`config.mk`:
```
export PLATFORM = sky130hd
export DESIGN_NAME = hazard_tracker_flat
export DESIGN_NICKNAME = d
export VERILOG_FILES = /design/src/rtl/hazard_tracker_pkg.sv /design/src/rtl/hazard_tracker_if.sv /design/src/rtl/hazard_tracker_sat_counter.sv /design/src/rtl/hazard_tracker.sv /design/src/flat_wrapper.sv
export SDC_FILE = /design/constraint.sdc
export NUM_CORES = 1
export LEC_CHECK = 0
export ABC_AREA = 1
export ABC_CLOCK_PERIOD_IN_PS = 3600
export BUFFER_PORTS_ARGS = -buffer_cell sky130_fd_sc_hd__buf_4
export CAP_MARGIN = 30
export CORE_UTILIZATION = 60
export DETAILED_ROUTE_END_ITERATION = 12
export PLACE_DENSITY = 0.86
export SYNTH_ARGS = -nofsm -noshare
export SYNTH_HDL_FRONTEND = slang
export SYNTH_SLANG_ARGS = --single-unit
```
`constraint.sdc`:
```
create_clock -name clk -period 3.6 [get_ports clk]
set_clock_uncertainty 0.1 [all_clocks]
set_input_delay 0.18 -clock clk [delete_from_list [all_inputs] [get_ports clk]]
set_output_delay 0.18 -clock clk [all_outputs]
set_load 0.01 [all_outputs]
```
`src/rtl/hazard_tracker_pkg.sv`:
```
// Shared types and constants for the hazard tracker: register address width,
// the PC register number, and the per-stage control bundle.
package hazard_pkg;

  localparam int REG_W = 4;

  localparam logic [3:0] PC_REG = 4'd15;

  typedef struct packed {
    logic RegWrite;
    logic MemtoReg;
    logic PCSrc;
  } stage_ctl_t;

endpackage

```
`src/rtl/hazard_tracker_if.sv`:
```
// Decode-stage inputs, hazard-unit feedback and tracker outputs, bundled so the
// tracker and its driver see one port; the master side drives the D inputs.
interface hazard_tracker_if #(
  parameter int REG_W = 4,
  parameter int CNT_W = 32
);

  logic [REG_W-1:0] RA1D;
  logic [REG_W-1:0] RA2D;
  logic [REG_W-1:0] WA3D;
  logic             RegWriteD;
  logic             MemtoRegD;
  logic             PCSrcD;
  logic             CondExE;
  logic             FlushE;
  logic             StallD;
  logic             BranchTakenE;
  logic             CntClr;

  logic             Match_1E_M;
  logic             Match_1E_W;
  logic             Match_2E_M;
  logic             Match_2E_W;
  logic             Match_12D_E;
  logic             RegWriteM;
  logic             RegWriteW;
  logic             MemtoRegE;
  logic             PCSrcW;
  logic             PCWrPendingF;
  logic [CNT_W-1:0] LdrStallCnt;
  logic [CNT_W-1:0] BrFlushCnt;

  modport master (
    output RA1D, RA2D, WA3D, RegWriteD, MemtoRegD, PCSrcD,
           CondExE, FlushE, StallD, BranchTakenE, CntClr,
    input  Match_1E_M, Match_1E_W, Match_2E_M, Match_2E_W, Match_12D_E,
           RegWriteM, RegWriteW, MemtoRegE, PCSrcW, PCWrPendingF,
           LdrStallCnt, BrFlushCnt
  );

  modport slave (
    input  RA1D, RA2D, WA3D, RegWriteD, MemtoRegD, PCSrcD,
           CondExE, FlushE, StallD, BranchTakenE, CntClr,
    output Match_1E_M, Match_1E_W, Match_2E_M, Match_2E_W, Match_12D_E,
           RegWriteM, RegWriteW, MemtoRegE, PCSrcW, PCWrPendingF,
           LdrStallCnt, BrFlushCnt
  );

endinterface

```
`src/rtl/hazard_tracker_sat_counter.sv`:
```
// Event counter that sticks at all-ones instead of wrapping; clear beats increment.
module sat_counter #(
  parameter int CNT_W = 32
) (
  input  logic             clk,
  input  logic             reset,
  input  logic             clr,
  input  logic             inc,
  output logic [CNT_W-1:0] count
);

  logic [CNT_W-1:0] count_q;
  logic [CNT_W-1:0] count_d;

  always_comb begin
    count_d = count_q;
    if (clr) begin
      count_d = '0;
    end else if (inc && (count_q != '1)) begin
      count_d = count_q + CNT_W'(1);
    end
  end

  always_ff @(posedge clk) begin
    if (reset) begin
      count_q <= '0;
    end else begin
      count_q <= count_d;
    end
  end

  assign count = count_q;

endmodule

```
`src/rtl/hazard_tracker.sv`:
```
// Shadows register addresses and write controls through E, M and W so the hazard
// unit can form forwarding, load-use and PC-write decisions; also counts stall/flush events.
module hazard_tracker #(
  parameter int REG_W = hazard_pkg::REG_W,
  parameter int CNT_W = 32
) (
  input  logic            clk,
  input  logic            reset,
  hazard_tracker_if.slave bus
);

  import hazard_pkg::*;

  localparam logic [REG_W-1:0] PC_ADDR = REG_W'(PC_REG);

  // R15 reads come from the PC+8 path, so they never count as a dependency.
  function automatic logic fwd_match(input logic [REG_W-1:0] src,
                                     input logic [REG_W-1:0] dst);
    return (src == dst) && (src != PC_ADDR);
  endfunction

  logic [REG_W-1:0] ra1_e_q, ra1_e_d;
  logic [REG_W-1:0] ra2_e_q, ra2_e_d;
  logic [REG_W-1:0] wa3_e_q, wa3_e_d;
  stage_ctl_t       ctl_e_q, ctl_e_d;
  logic [REG_W-1:0] wa3_m_q, wa3_m_d;
  stage_ctl_t       ctl_m_q, ctl_m_d;
  logic [REG_W-1:0] wa3_w_q, wa3_w_d;
  stage_ctl_t       ctl_w_q, ctl_w_d;
  logic             unused_memtoreg;

  always_comb begin
    // D -> E
    ra1_e_d = bus.RA1D;
    ra2_e_d = bus.RA2D;
    wa3_e_d = bus.WA3D;
    ctl_e_d = '{RegWrite: bus.RegWriteD, MemtoReg: bus.MemtoRegD, PCSrc: bus.PCSrcD};
    if (bus.FlushE) begin
      ra1_e_d = '0;
      ra2_e_d = '0;
      wa3_e_d = '0;
      ctl_e_d = '0;
    end

    // E -> M: a failed condition cancels the writes but the address still moves on
    wa3_m_d          = wa3_e_q;
    ctl_m_d          = '0;
    ctl_m_d.RegWrite = ctl_e_q.RegWrite & bus.CondExE;
    ctl_m_d.MemtoReg = ctl_e_q.MemtoReg;
    ctl_m_d.PCSrc    = ctl_e_q.PCSrc & bus.CondExE;

    // M -> W
    wa3_w_d          = wa3_m_q;
    ctl_w_d          = '0;
    ctl_w_d.RegWrite = ctl_m_q.RegWrite;
    ctl_w_d.PCSrc    = ctl_m_q.PCSrc;
  end

  always_ff @(posedge clk) begin
    if (reset) begin
      ra1_e_q <= '0;
      ra2_e_q <= '0;
      wa3_e_q <= '0;
      ctl_e_q <= '0;
      wa3_m_q <= '0;
      ctl_m_q <= '0;
      wa3_w_q <= '0;
      ctl_w_q <= '0;
    end else begin
      ra1_e_q <= ra1_e_d;
      ra2_e_q <= ra2_e_d;
      wa3_e_q <= wa3_e_d;
      ctl_e_q <= ctl_e_d;
      wa3_m_q <= wa3_m_d;
      ctl_m_q <= ctl_m_d;
      wa3_w_q <= wa3_w_d;
      ctl_w_q <= ctl_w_d;
    end
  end

  assign unused_memtoreg = ctl_m_q.MemtoReg ^ ctl_w_q.MemtoReg;

  // Raw address compares; the hazard unit qualifies them with the write controls.
  assign bus.Match_1E_M  = fwd_match(ra1_e_q, wa3_m_q);
  assign bus.Match_1E_W  = fwd_match(ra1_e_q, wa3_w_q);
  assign bus.Match_2E_M  = fwd_match(ra2_e_q, wa3_m_q);
  assign bus.Match_2E_W  = fwd_match(ra2_e_q, wa3_w_q);
  assign bus.Match_12D_E = fwd_match(bus.RA1D, wa3_e_q) | fwd_match(bus.RA2D, wa3_e_q);

  assign bus.RegWriteM    = ctl_m_q.RegWrite;
  assign bus.RegWriteW    = ctl_w_q.RegWrite;
  assign bus.MemtoRegE    = ctl_e_q.MemtoReg;
  assign bus.PCSrcW       = ctl_w_q.PCSrc;
  assign bus.PCWrPendingF = bus.PCSrcD | ctl_e_q.PCSrc | ctl_m_q.PCSrc;

  sat_counter #(.CNT_W(CNT_W)) u_ldr_cnt (
    .clk   (clk),
    .reset (reset),
    .clr   (bus.CntClr),
    .inc   (bus.StallD),
    .count (bus.LdrStallCnt)
  );

  sat_counter #(.CNT_W(CNT_W)) u_br_cnt (
    .clk   (clk),
    .reset (reset),
    .clr   (bus.CntClr),
    .inc   (bus.BranchTakenE),
    .count (bus.BrFlushCnt)
  );

endmodule

```
`src/flat_wrapper.sv`:
```
// flat-port wrapper written by rule: the top's interface ports become plain ports
module hazard_tracker_flat import hazard_pkg::*;
#(
  parameter int REG_W = hazard_pkg::REG_W,
  parameter int CNT_W = 32
)
  (clk, reset, bus_RA1D, bus_RA2D, bus_WA3D, bus_RegWriteD, bus_MemtoRegD, bus_PCSrcD, bus_CondExE, bus_FlushE, bus_StallD, bus_BranchTakenE, bus_CntClr, bus_Match_1E_M, bus_Match_1E_W, bus_Match_2E_M, bus_Match_2E_W, bus_Match_12D_E, bus_RegWriteM, bus_RegWriteW, bus_MemtoRegE, bus_PCSrcW, bus_PCWrPendingF, bus_LdrStallCnt, bus_BrFlushCnt);
  hazard_tracker_if #(.REG_W(REG_W), .CNT_W(CNT_W)) bus_i ();
  input  logic clk;
  input  logic reset;
  input wire logic [$bits(bus_i.RA1D)-1:0] bus_RA1D;
  input wire logic [$bits(bus_i.RA2D)-1:0] bus_RA2D;
  input wire logic [$bits(bus_i.WA3D)-1:0] bus_WA3D;
  input wire logic [$bits(bus_i.RegWriteD)-1:0] bus_RegWriteD;
  input wire logic [$bits(bus_i.MemtoRegD)-1:0] bus_MemtoRegD;
  input wire logic [$bits(bus_i.PCSrcD)-1:0] bus_PCSrcD;
  input wire logic [$bits(bus_i.CondExE)-1:0] bus_CondExE;
  input wire logic [$bits(bus_i.FlushE)-1:0] bus_FlushE;
  input wire logic [$bits(bus_i.StallD)-1:0] bus_StallD;
  input wire logic [$bits(bus_i.BranchTakenE)-1:0] bus_BranchTakenE;
  input wire logic [$bits(bus_i.CntClr)-1:0] bus_CntClr;
  output wire logic [$bits(bus_i.Match_1E_M)-1:0] bus_Match_1E_M;
  output wire logic [$bits(bus_i.Match_1E_W)-1:0] bus_Match_1E_W;
  output wire logic [$bits(bus_i.Match_2E_M)-1:0] bus_Match_2E_M;
  output wire logic [$bits(bus_i.Match_2E_W)-1:0] bus_Match_2E_W;
  output wire logic [$bits(bus_i.Match_12D_E)-1:0] bus_Match_12D_E;
  output wire logic [$bits(bus_i.RegWriteM)-1:0] bus_RegWriteM;
  output wire logic [$bits(bus_i.RegWriteW)-1:0] bus_RegWriteW;
  output wire logic [$bits(bus_i.MemtoRegE)-1:0] bus_MemtoRegE;
  output wire logic [$bits(bus_i.PCSrcW)-1:0] bus_PCSrcW;
  output wire logic [$bits(bus_i.PCWrPendingF)-1:0] bus_PCWrPendingF;
  output wire logic [$bits(bus_i.LdrStallCnt)-1:0] bus_LdrStallCnt;
  output wire logic [$bits(bus_i.BrFlushCnt)-1:0] bus_BrFlushCnt;
  assign bus_i.RA1D = bus_RA1D;
  assign bus_i.RA2D = bus_RA2D;
  assign bus_i.WA3D = bus_WA3D;
  assign bus_i.RegWriteD = bus_RegWriteD;
  assign bus_i.MemtoRegD = bus_MemtoRegD;
  assign bus_i.PCSrcD = bus_PCSrcD;
  assign bus_i.CondExE = bus_CondExE;
  assign bus_i.FlushE = bus_FlushE;
  assign bus_i.StallD = bus_StallD;
  assign bus_i.BranchTakenE = bus_BranchTakenE;
  assign bus_i.CntClr = bus_CntClr;
  assign bus_Match_1E_M = bus_i.Match_1E_M;
  assign bus_Match_1E_W = bus_i.Match_1E_W;
  assign bus_Match_2E_M = bus_i.Match_2E_M;
  assign bus_Match_2E_W = bus_i.Match_2E_W;
  assign bus_Match_12D_E = bus_i.Match_12D_E;
  assign bus_RegWriteM = bus_i.RegWriteM;
  assign bus_RegWriteW = bus_i.RegWriteW;
  assign bus_MemtoRegE = bus_i.MemtoRegE;
  assign bus_PCSrcW = bus_i.PCSrcW;
  assign bus_PCWrPendingF = bus_i.PCWrPendingF;
  assign bus_LdrStallCnt = bus_i.LdrStallCnt;
  assign bus_BrFlushCnt = bus_i.BrFlushCnt;
  hazard_tracker #(.REG_W(REG_W), .CNT_W(CNT_W)) u_core (.clk(clk), .reset(reset), .bus(bus_i));
endmodule
```
==> flow_summary.yaml, run 1 <==
grt:
  grt_pass1_wl_mm: 22.2
  track_usage_pct: 31.9
  met3_usage_pct: 5.04
  met2_usage_pct: 58.8
  globalRoute.busiestLayer: "met2"
  grt_start_max_net_pins: 36
  grt_pass1_vias: 5041
  gr-total-overflow: 0
  grt_use_met1_pct: 36.4
  antenna_found_initial: 0
die:
  die_area_um2: 8740
  die-height_um: 93.5
  top_level_ports: 96
  initial_core_util_pct: 61.4
  core_area_um2: 8180
  die_w_um: 93.5
  fp-row-count: 33
placed_design:
  hpwl_mm: 9.52
  pre_cts_ws_ps: 1330
  globalplace.congestion: 0.964
  port_buffers: 95
  numPlacedInstances: 976
detailed_routing:
  wl_per_cell_um: 13.4
  vias: 5527
  drc: 0
  drt-initial-drc-count: 302
  first_pass_iters: 5
  routed_wl_mm: 13.5
  drtAntennaViolNets: 0
  via_per_inst: 5.47
pwr:
  p_sw_share_pct: 27.7
  p_clk_share_pct: 37.8
  p_int_mw: 1.36
  p_seq_share_pct: 54.7
  power.leakage_nw: 2.69
  p_per_area_nw_per_um2: 308
  p_sw_uw: 521
  ir_drop_uv: 219
  combPwrFrac_pct: 7.5
  p_total_mw: 1.89
sta:
  finalSetupViolCount: 0
  slew_headroom_pct: 50.5
  fmax_ghz: 0.429
  hold_violations: 0
  setup_slack_ps: 1270
  fin_crit_ps: 2330
  min_period_over_period_pct: 64.7
  tightest_slew_ps: 740
  tns_ps: 0
  slew_viol_final: 0
  rsz0062_at_grt: "false"
final_layout:
  drive_above_1_share_pct: 15.1
  n_fill_cell: 645
  fin_util_pct: 75.0
  final_cell_count_no_fill: 1010
  diodes: 0
  areaGrowthSynthToFinish_pct: 22.0
  nNetsFinal: 924
logic_synthesis:
  synth_commonest_cells: "nand2_1, nor2_1, dfxtp_1, inv_1, nand3_1"
  synth_top_area_share_pct: 36.3
  yosysTopAreaCell: "dfxtp_1"
  synth_edf_count: 0
  yosysUniqueCellTypes: 33
  synth_cells: 794
  syn_area_um2: 5020
  async_reset_ff_share_pct: 0
  synthTopCellsByArea: "dfxtp_1, nand2_1, nor2_1"
  ys_ff_latch: 91
  yosysMostFrequentCell: "nand2_1"
  syn_area_per_cell_um2: 6.33
  synth-seq-area-share_pct: 36.3
  synth_top_family_by_area: "simple AND/OR/NAND/NOR gates"
  yosys.area_share.adder_pct: 0.498
  synth_compound_area_share_pct: 6.87
  synth_nets: 818
  synth-main-ff-cell: "dfxtp_1"
  synthMuxAreaShare_pct: 0
  synth_xor_area_share_pct: 2.44
  synth.yosys.warnings: 0
  synthSimpleGateAreaFrac_pct: 44.2
clock_tree:
  holdBufCountCts: 18
  cts_tree: "yes"
  cts_buffer_depth: 2
  path_clk_slew_ps: 110
  cts_root_buffer: "clkbuf_8"
  htree_levels: 3
  ctsResizeCount: 0
  cts_setup_buffers: 0
  cts_sinks: 91
  numCtsBuffers: 9
  clock_latency_ps: 380
hold_path:
  worstHoldStart: "bus_StallD"
  hp-class: "in -> reg"
setup_path:
  crit_type: "reg -> reg"
  cp.arrival_ps: 2510
  crit_buf_inv: 2
  cp_data_required_time_ps: 3780
  slowest_stage: "dfxtp_1"
  crit_path_max_incr_delay_ps: 410
  rr_startpoint: "u_core.u_ldr_cnt.count[0]"
  crit_path_max_fanout: 19
  crit_path_start_kind: "flip-flop"
  crit_path_end_kind: "flip-flop"
  crit_chain: "ha_1 -> nand3_1 -> inv_1 -> nand2_2 -> nor2_1 -> nand2_1 -> nand2_1 -> inv_1 -> nor2_1 -> nor2_1"
  path_common_cell: "nor2_1"
  crit_start: "u_core.u_ldr_cnt.count[0]"
  path_delay_family: "simple AND/OR/NAND/NOR gates"
status:
  status: "complete, no violations"
flow_run:
  max_cap_violations: 0
## per-stage QoR
stage	area [um^2]	hold slack, ps
2_1_floorplan	5020	152
3_3_place_gp	5750	293
3_5_place_dp	5750	306
4_1_cts	6130	43.1
5_1_grt	6130	60.1
6_report	6130	51.9
## final cells by class
type / count / area [um^2] / share of cell area [%]
Tap cell: 105 / 131 / 2.14
Timing Repair Buffer: 115 / 908 / 14.8
Sequential cell: 91 / 1820 / 29.7
Multi-Input combinational cell: 591 / 2720 / 44.4
Inverter: 92 / 345 / 5.63
Clock buffer: 9 / 124 / 2.02
Clock inverter: 7 / 76.3 / 1.25
## worst reg2reg max path, cell delays in order, from the launching register on
cell	delay [ps]
dfxtp_1	410
ha_1	220
nand3_1	160
inv_1	120
nand2_2	90
nor2_1	120
nand2_1	390
nand2_1	320
inv_1	120
nor2_1	110
nor2_1	60
## cells by family (layout without fill, tap and decap cells)
| group | count (synthesis) | in the layout |
|---|---|---|
| compound gates | 64 | 64 |
| xor+xnor | 14 | 14 |
| fa+ha+maj | 2 | 2 |
| buf+inv | 112 | 223 |
| flops | 91 | 91 |
| simple gates | 511 | 511 |
## state kept, by name, indices dropped and copies added, names as in the netlist, 2 cells and up
| signal | count |
|---|---|
| u_core.u_br_cnt.count | 32 |
| u_core.ra1_e_q | 4 |
| u_core.ctl_e_q | 2 |
| u_core.wa3_w_q | 4 |
| u_core.wa3_e_q | 4 |
| u_core.ra2_e_q | 4 |
| u_core.wa3_m_q | 4 |
| u_core.u_ldr_cnt.count | 32 |
## metal layers
layer / share of wire (%) / vias to the layer above
met5: 0 / -
li1: - / 2714
met3: 6.8 / 34
met2: 51 / 230
met4: 2.4 / 0
met1: 40 / 2549
## power groups by stage
stage / Clock [mW] / Combinational, mW / Sequential (mW)
after floorplan: 0 / 0.0744 / 1.05
after global placement: 0 / 0.117 / 1.05
after detailed placement: 0 / 0.122 / 1.05
after CTS: 0.710 / 0.137 / 1.03
after global routing: 0.759 / 0.156 / 1.03
final: 0.713 / 0.142 / 1.03
## path summary, 6_finish.rpt
kind	to	slack (ps)	depth (start not counted)
max	u_core.u_ldr_cnt.count[1]	1270	10
min	u_core.u_ldr_cnt.count[6]	50	3
max reg2reg	u_core.u_ldr_cnt.count[1]	1270	10
min reg2reg	u_core.bus.RegWriteW	370	2
## layout by cell type, fill, tap and decap left out, types with 3 or more instances in the layout
cell | synthesis | routed
nand2_1 | 200 | 200
nor2_1 | 187 | 186
buf_4 | 1 | 97
inv_1 | 91 | 91
dfxtp_1 | 91 | 91
nand3_1 | 66 | 66
a21oi_1 | 42 | 42
dlygate4sd3_1 | 0 | 18
nand4_1 | 16 | 16
xor2_1 | 13 | 13
nor3_1 | 10 | 10
clkbuf_8 | 0 | 9
o21ai_0 | 8 | 8
a31oi_1 | 8 | 8
nor2_4 | 5 | 6
nand2_4 | 5 | 5
nand3b_1 | 4 | 4
nor4_1 | 3 | 3
o22ai_1 | 3 | 3
or2_2 | 3 | 3
nand2_2 | 3 | 3
inv_8 | 0 | 3
clkinv_4 | 0 | 3
Power figures use the tool's default switching activity.
==> run 2: changes to the inputs <==
--- a/config.mk
+++ b/config.mk
@@ -6,12 +6,12 @@
 export NUM_CORES = 1
 export LEC_CHECK = 0
 export ABC_AREA = 1
-export ABC_CLOCK_PERIOD_IN_PS = 3600
+export ABC_CLOCK_PERIOD_IN_PS = 1950
 export BUFFER_PORTS_ARGS = -buffer_cell sky130_fd_sc_hd__buf_4
 export CAP_MARGIN = 30
-export CORE_UTILIZATION = 60
+export CORE_UTILIZATION = 50
 export DETAILED_ROUTE_END_ITERATION = 12
-export PLACE_DENSITY = 0.86
+export PLACE_DENSITY = 0.76
 export SYNTH_ARGS = -nofsm -noshare
 export SYNTH_HDL_FRONTEND = slang
 export SYNTH_SLANG_ARGS = --single-unit
==> constraint.sdc (replaced) <==
create_clock -name clk -period 1.95 [get_ports clk]
set_clock_uncertainty 0.1 [all_clocks]
set_input_delay 0.0975 -clock clk [delete_from_list [all_inputs] [get_ports clk]]
set_output_delay 0.0975 -clock clk [all_outputs]
set_load 0.01 [all_outputs]
==> flow_summary.yaml, run 2 (synthesized netlist as in run 1, its figures left out) <==
status:
  status: "complete, no violations"
placed_design:
  port_buffers: 95
  placed_area_um2: 5930
  globalplace.congestion: 0.881
  hpwl_mm: 9.53
  numPlacedInstances: 1022
  pre_cts_ws_ps: 160
final_layout:
  final_cell_area_um2: 6400
  final_cell_count_no_fill: 1063
  fin_util_pct: 65.4
  drive_above_1_share_pct: 17.5
  nNetsFinal: 949
  final_cell_mix: "nand2_1, nor2_1, buf_4"
  diodes: 0
  final_common_cell: "nand2_1"
  areaGrowthSynthToFinish_pct: 27.3
  n_fill_cell: 887
clock_tree:
  cts_tree: "yes"
  numCtsBuffers: 9
  cts_buffer_depth: 2
  cts_sinks: 91
  cts_root_buffer: "clkbuf_8"
  clock_latency_ps: 380
  path_clk_slew_ps: 100
  htree_levels: 3
hold_path:
  worstHoldStart: "bus_FlushE"
  hold_end: "u_core.wa3_e_q[3]"
  hold_depth: 3
  hp-class: "in -> reg"
sta:
  fin_crit_ps: 1810
  tightest_slew_ps: 407
  slew_viol_final: 0
  hold_violations: 0
  finalSetupViolCount: 0
  slew_headroom_pct: 72.7
  setup_slack_ps: 136
  fmax_ghz: 0.551
  min_period_over_period_pct: 93.0
detailed_routing:
  drt-initial-drc-count: 246
  via_per_inst: 5.11
  top_layer: "met4"
  drtAntennaViolNets: 0
  met2_length_mm: 6.32
  vias: 5431
  first_pass_iters: 5
  wl_met1_mm: 5.61
  wl_per_cell_um: 12.4
  wl_met3_um: 989
  drc: 0
  routed_wl_mm: 13.2
die:
  die-height_um: 102
  die_w_um: 102
  fp-row-count: 36
  top_level_ports: 96
  initial_core_util_pct: 51.4
  core_area_um2: 9770
  die_area_um2: 10500
setup_path:
  r2r_slack_ps: 140
  cp_data_required_time_ps: 2120
  rr_worst_depth: 11
  cp.arrival_ps: 1980
  r2r-end: "u_core.u_br_cnt.count[30]"
  rr_startpoint: "u_core.u_br_cnt.count[1]"
  crit_path_start_kind: "flip-flop"
  crit_path_max_fanout: 35
  crit_path_end_kind: "flip-flop"
  crit_type: "reg -> reg"
pwr:
  ir_drop_uv: 631
  power.leakage_nw: 2.83
  p_per_area_nw_per_um2: 557
  p_total_mw: 3.56
grt:
  track_usage_pct: 25.9
  gr-total-overflow: 0
  antenna_found_initial: 0
  grt_start_max_net_pins: 36
  grt_pass1_vias: 4770
  grt_pass1_wl_mm: 21.3
flow_run:
  max_cap_violations: 0
[run 2: changes by cell type in the layout (fill, tap and decap cells not counted), sizes merged]
cell,delta
bufinv,+1
clkinv,-2
clkinvlp,+1
dlygate4sd3,+2
buf,+23
[run 2: layer usage]
metal  global-route usage (%)  up-vias
met3                     5.27       25
met2                     43.7      200
met1                     32.2     2441
met5                        0        -
met4                     10.4        0
li1                         -     2765
[run 2: repair_timing]
item / 4_1_cts / 5_1_grt
gates resized for setup: 0 / 4
endpoints found under the setup margin: 0 / 11
endpoints found under the hold margin: 35 / 0
hold buffers: 20 / 0
buffers inserted: 0 / 5
[run 2: how the worst max path moves through the flow]
stage,slack (ps),cells past startpoint,from,to
after global routing,-10,10,u_core.u_ldr_cnt.count[1],u_core.u_ldr_cnt.count[23]
final,140,11,u_core.u_br_cnt.count[1],u_core.u_br_cnt.count[30]
after detailed placement,160,9,u_core.u_ldr_cnt.count[1],u_core.u_ldr_cnt.count[21]
after global placement,220,11,u_core.u_br_cnt.count[1],u_core.u_br_cnt.count[25]
after floorplan,200,9,u_core.u_br_cnt.count[0],u_core.u_br_cnt.count[19]
after CTS,130,9,u_core.u_ldr_cnt.count[1],u_core.u_ldr_cnt.count[21]
[run 2: final cells by class]
class	count	area, um^2	area share (%)
multi-input cells	591	2730	42.6
repair buffers	140	1120	17.5
clock inverters	7	93.8	1.47
well taps	133	166	2.60
flip-flops and latches	91	1820	28.5
clock buffers	9	124	1.94
inverters	92	345	5.40
[run 2: critical path, stage by stage (launching register included)]
cell and delay, ps:
dfxtp_1 390, ha_1 190, nand2_1 110, nor2_4 150
nand2_4 100, nor2_8 160, nand3_4 80, buf_12 180
nand2_1 90, nand2_1 50, nand2_1 50, nor2_1 40
[run 2: metrics by stage]
stage / setup TNS, ps / hold slack [ps]
2_1_floorplan: 0 / 69.0
3_3_place_gp: 0 / 212
3_5_place_dp: 0 / 215
4_1_cts: 0 / 32.3
5_1_grt: -12.3 / 56.4
6_report: 0 / 50.3
[run 2: where the power goes]
part / leakage, nW / total (mW) / internal (mW) / switching, mW
Sequential: 0.737 / 1.90 / 1.88 / 0.0190
Clock: 0.107 / 1.39 / 0.630 / 0.760
Combinational: 1.99 / 0.273 / 0.133 / 0.140
==> run 3: changes to the inputs <==
--- a/config.mk
+++ b/config.mk
@@ -11,7 +11,7 @@
 export CAP_MARGIN = 30
 export CORE_UTILIZATION = 50
 export DETAILED_ROUTE_END_ITERATION = 12
-export PLACE_DENSITY = 0.76
+export PLACE_DENSITY = 0.78
 export SYNTH_ARGS = -nofsm -noshare
 export SYNTH_HDL_FRONTEND = slang
 export SYNTH_SLANG_ARGS = --single-unit
==> flow_summary.yaml, run 3 (synthesized netlist as in run 1, its figures left out) <==
detailed_routing:
  first_pass_iters: 5
  drtAntennaViolNets: 0
  drc: 0
  drt-initial-drc-count: 256
  vias: 5361
  routed_wl_mm: 13.2
  via_per_inst: 5.05
  wl_per_cell_um: 12.4
die:
  core_area_um2: 9770
  initial_core_util_pct: 51.4
  die_w_um: 102
  top_level_ports: 96
  die_area_um2: 10500
  die-height_um: 102
  fp-row-count: 36
final_layout:
  fin_util_pct: 65.3
  drive_above_1_share_pct: 17.2
  n_fill_cell: 879
  final_common_cell: "nand2_1"
  diodes: 0
  final_cell_mix: "nand2_1, nor2_1, buf_4"
  areaGrowthSynthToFinish_pct: 27.0
  nNetsFinal: 948
pwr:
  p_clk_share_pct: 37.8
  p_sw_share_pct: 27.7
  ir_drop_uv: 403
  combPwrFrac_pct: 7.8
  p_int_mw: 2.52
  power.leakage_nw: 2.82
  p_total_mw: 3.49
  p_per_area_nw_per_um2: 547
  p_seq_share_pct: 54.4
  p_sw_uw: 967
setup_path:
  crit_chain: "ha_2 -> nand3_1 -> inv_1 -> nand2_2 -> nor2_1 -> nand2_1 -> buf_4 -> nand3_1 -> nand2_1 -> nand2_1 -> nor2_1"
  r2r-end: "u_core.u_ldr_cnt.count[31]"
  cp.arrival_ps: 1990
  crit_path_end_kind: "flip-flop"
  rr_worst_depth: 11
  crit_path_max_fanout: 10
  crit_cells: 11
  path_delay_family: "simple AND/OR/NAND/NOR gates"
  crit_buf_inv: 2
  crit_path_start_kind: "flip-flop"
  cp_data_required_time_ps: 2130
  crit_path_max_incr_delay_ps: 350
  path_common_cell: "nand2_1"
  slowest_stage: "dfxtp_1"
  crit_type: "reg -> reg"
  rr_startpoint: "u_core.u_ldr_cnt.count[0]"
  r2r_slack_ps: 140
flow_run:
  max_cap_violations: 0
sta:
  hold_violations: 0
  slew_headroom_pct: 74.6
  finalSetupViolCount: 0
  tightest_slew_ps: 380
  tns_ps: 0
  setup_slack_ps: 140
  hold_ws_ps: 59.1
  min_period_over_period_pct: 92.8
  fmax_ghz: 0.553
  fin_crit_ps: 1810
  slew_viol_final: 0
  rsz0062_at_grt: "false"
clock_tree:
  cts_setup_buffers: 0
  cts_tree: "yes"
  cts_buffer_depth: 2
  cts_sinks: 91
  cts_root_buffer: "clkbuf_8"
  htree_levels: 3
  path_clk_slew_ps: 120
  clock_latency_ps: 380
  numCtsBuffers: 9
hold_path:
  hp-class: "in -> reg"
  worstHoldStart: "bus_FlushE"
  hold_end: "u_core.wa3_e_q[3]"
  hold_depth: 3
placed_design:
  hpwl_mm: 9.63
  globalplace.congestion: 0.940
  pre_cts_ws_ps: 166
  port_buffers: 95
grt:
  gr-total-overflow: 0
  grt_pass1_wl_mm: 21.5
  antenna_found_initial: 0
  grt_start_max_net_pins: 31
  grt_pass1_vias: 4690
  track_usage_pct: 26.0
status:
  status: "complete, no violations"
[run 3: area by class of cell]
type | instances | area, um^2 | area share [%]
clock buffers | 9 | 124 | 1.94
clock inverters | 7 | 76.3 | 1.20
inverters | 92 | 345 | 5.41
multi-input cells | 591 | 2720 | 42.7
flip-flops and latches | 91 | 1820 | 28.6
well taps | 133 | 166 | 2.61
repair buffers | 139 | 1120 | 17.6
[run 3: worst max path at each step]
stage                              start                         end
4_1_cts        u_core.u_ldr_cnt.count[0]  u_core.u_ldr_cnt.count[31]
3_3_place_gp   u_core.u_ldr_cnt.count[0]  u_core.u_ldr_cnt.count[31]
5_1_grt        u_core.u_ldr_cnt.count[0]  u_core.u_ldr_cnt.count[31]
2_1_floorplan   u_core.u_br_cnt.count[0]   u_core.u_br_cnt.count[19]
3_5_place_dp    u_core.u_br_cnt.count[0]   u_core.u_br_cnt.count[30]
6_report       u_core.u_ldr_cnt.count[0]  u_core.u_ldr_cnt.count[31]
[run 3: metrics by stage]
step / cell area [um^2] / instances
2_1_floorplan: 5020 / 794
3_3_place_gp: 5970 / 1025
3_5_place_dp: 5970 / 1025
4_1_cts: 6380 / 1062
5_1_grt: 6380 / 1062
6_report: 6380 / 1062
[run 3: layer usage]
metal	routed length [um]	part of all wire, %	global-route usage, %	up-vias
met5	0	0	0	-
met4	150	1.1	8.02	0
met3	755	5.7	5.27	19
met2	6200	47	42.4	163
met1	6070	46	34.6	2419
li1	-	-	-	2760
[run 3: timing repair]
action | in CTS | in global routing
gates resized for setup | 0 | 2
hold endpoints to repair | 45 | 0
setup endpoints to repair | 0 | 1
hold buffers | 21 | 0
[run 3: power groups by stage]
stage               sequential, mW  combinational, mW  clock (mW)
floorplan                     1.94              0.137           0
global placement              1.94              0.235           0
detailed placement            1.94              0.237           0
CTS                           1.90              0.270        1.34
global route                  1.90              0.302        1.41
finish                        1.90              0.273        1.32
[run 3: worst register-to-register path, delay by kind of cell, from the launching register on]
| family | cells | cell delay (ps) |
|---|---|---|
| adder cells (fa/ha/maj) | 1 | 200 |
| AND/OR/NAND/NOR | 8 | 760 |
| buffers and inverters | 2 | 320 |
| flip-flops | 1 | 350 |
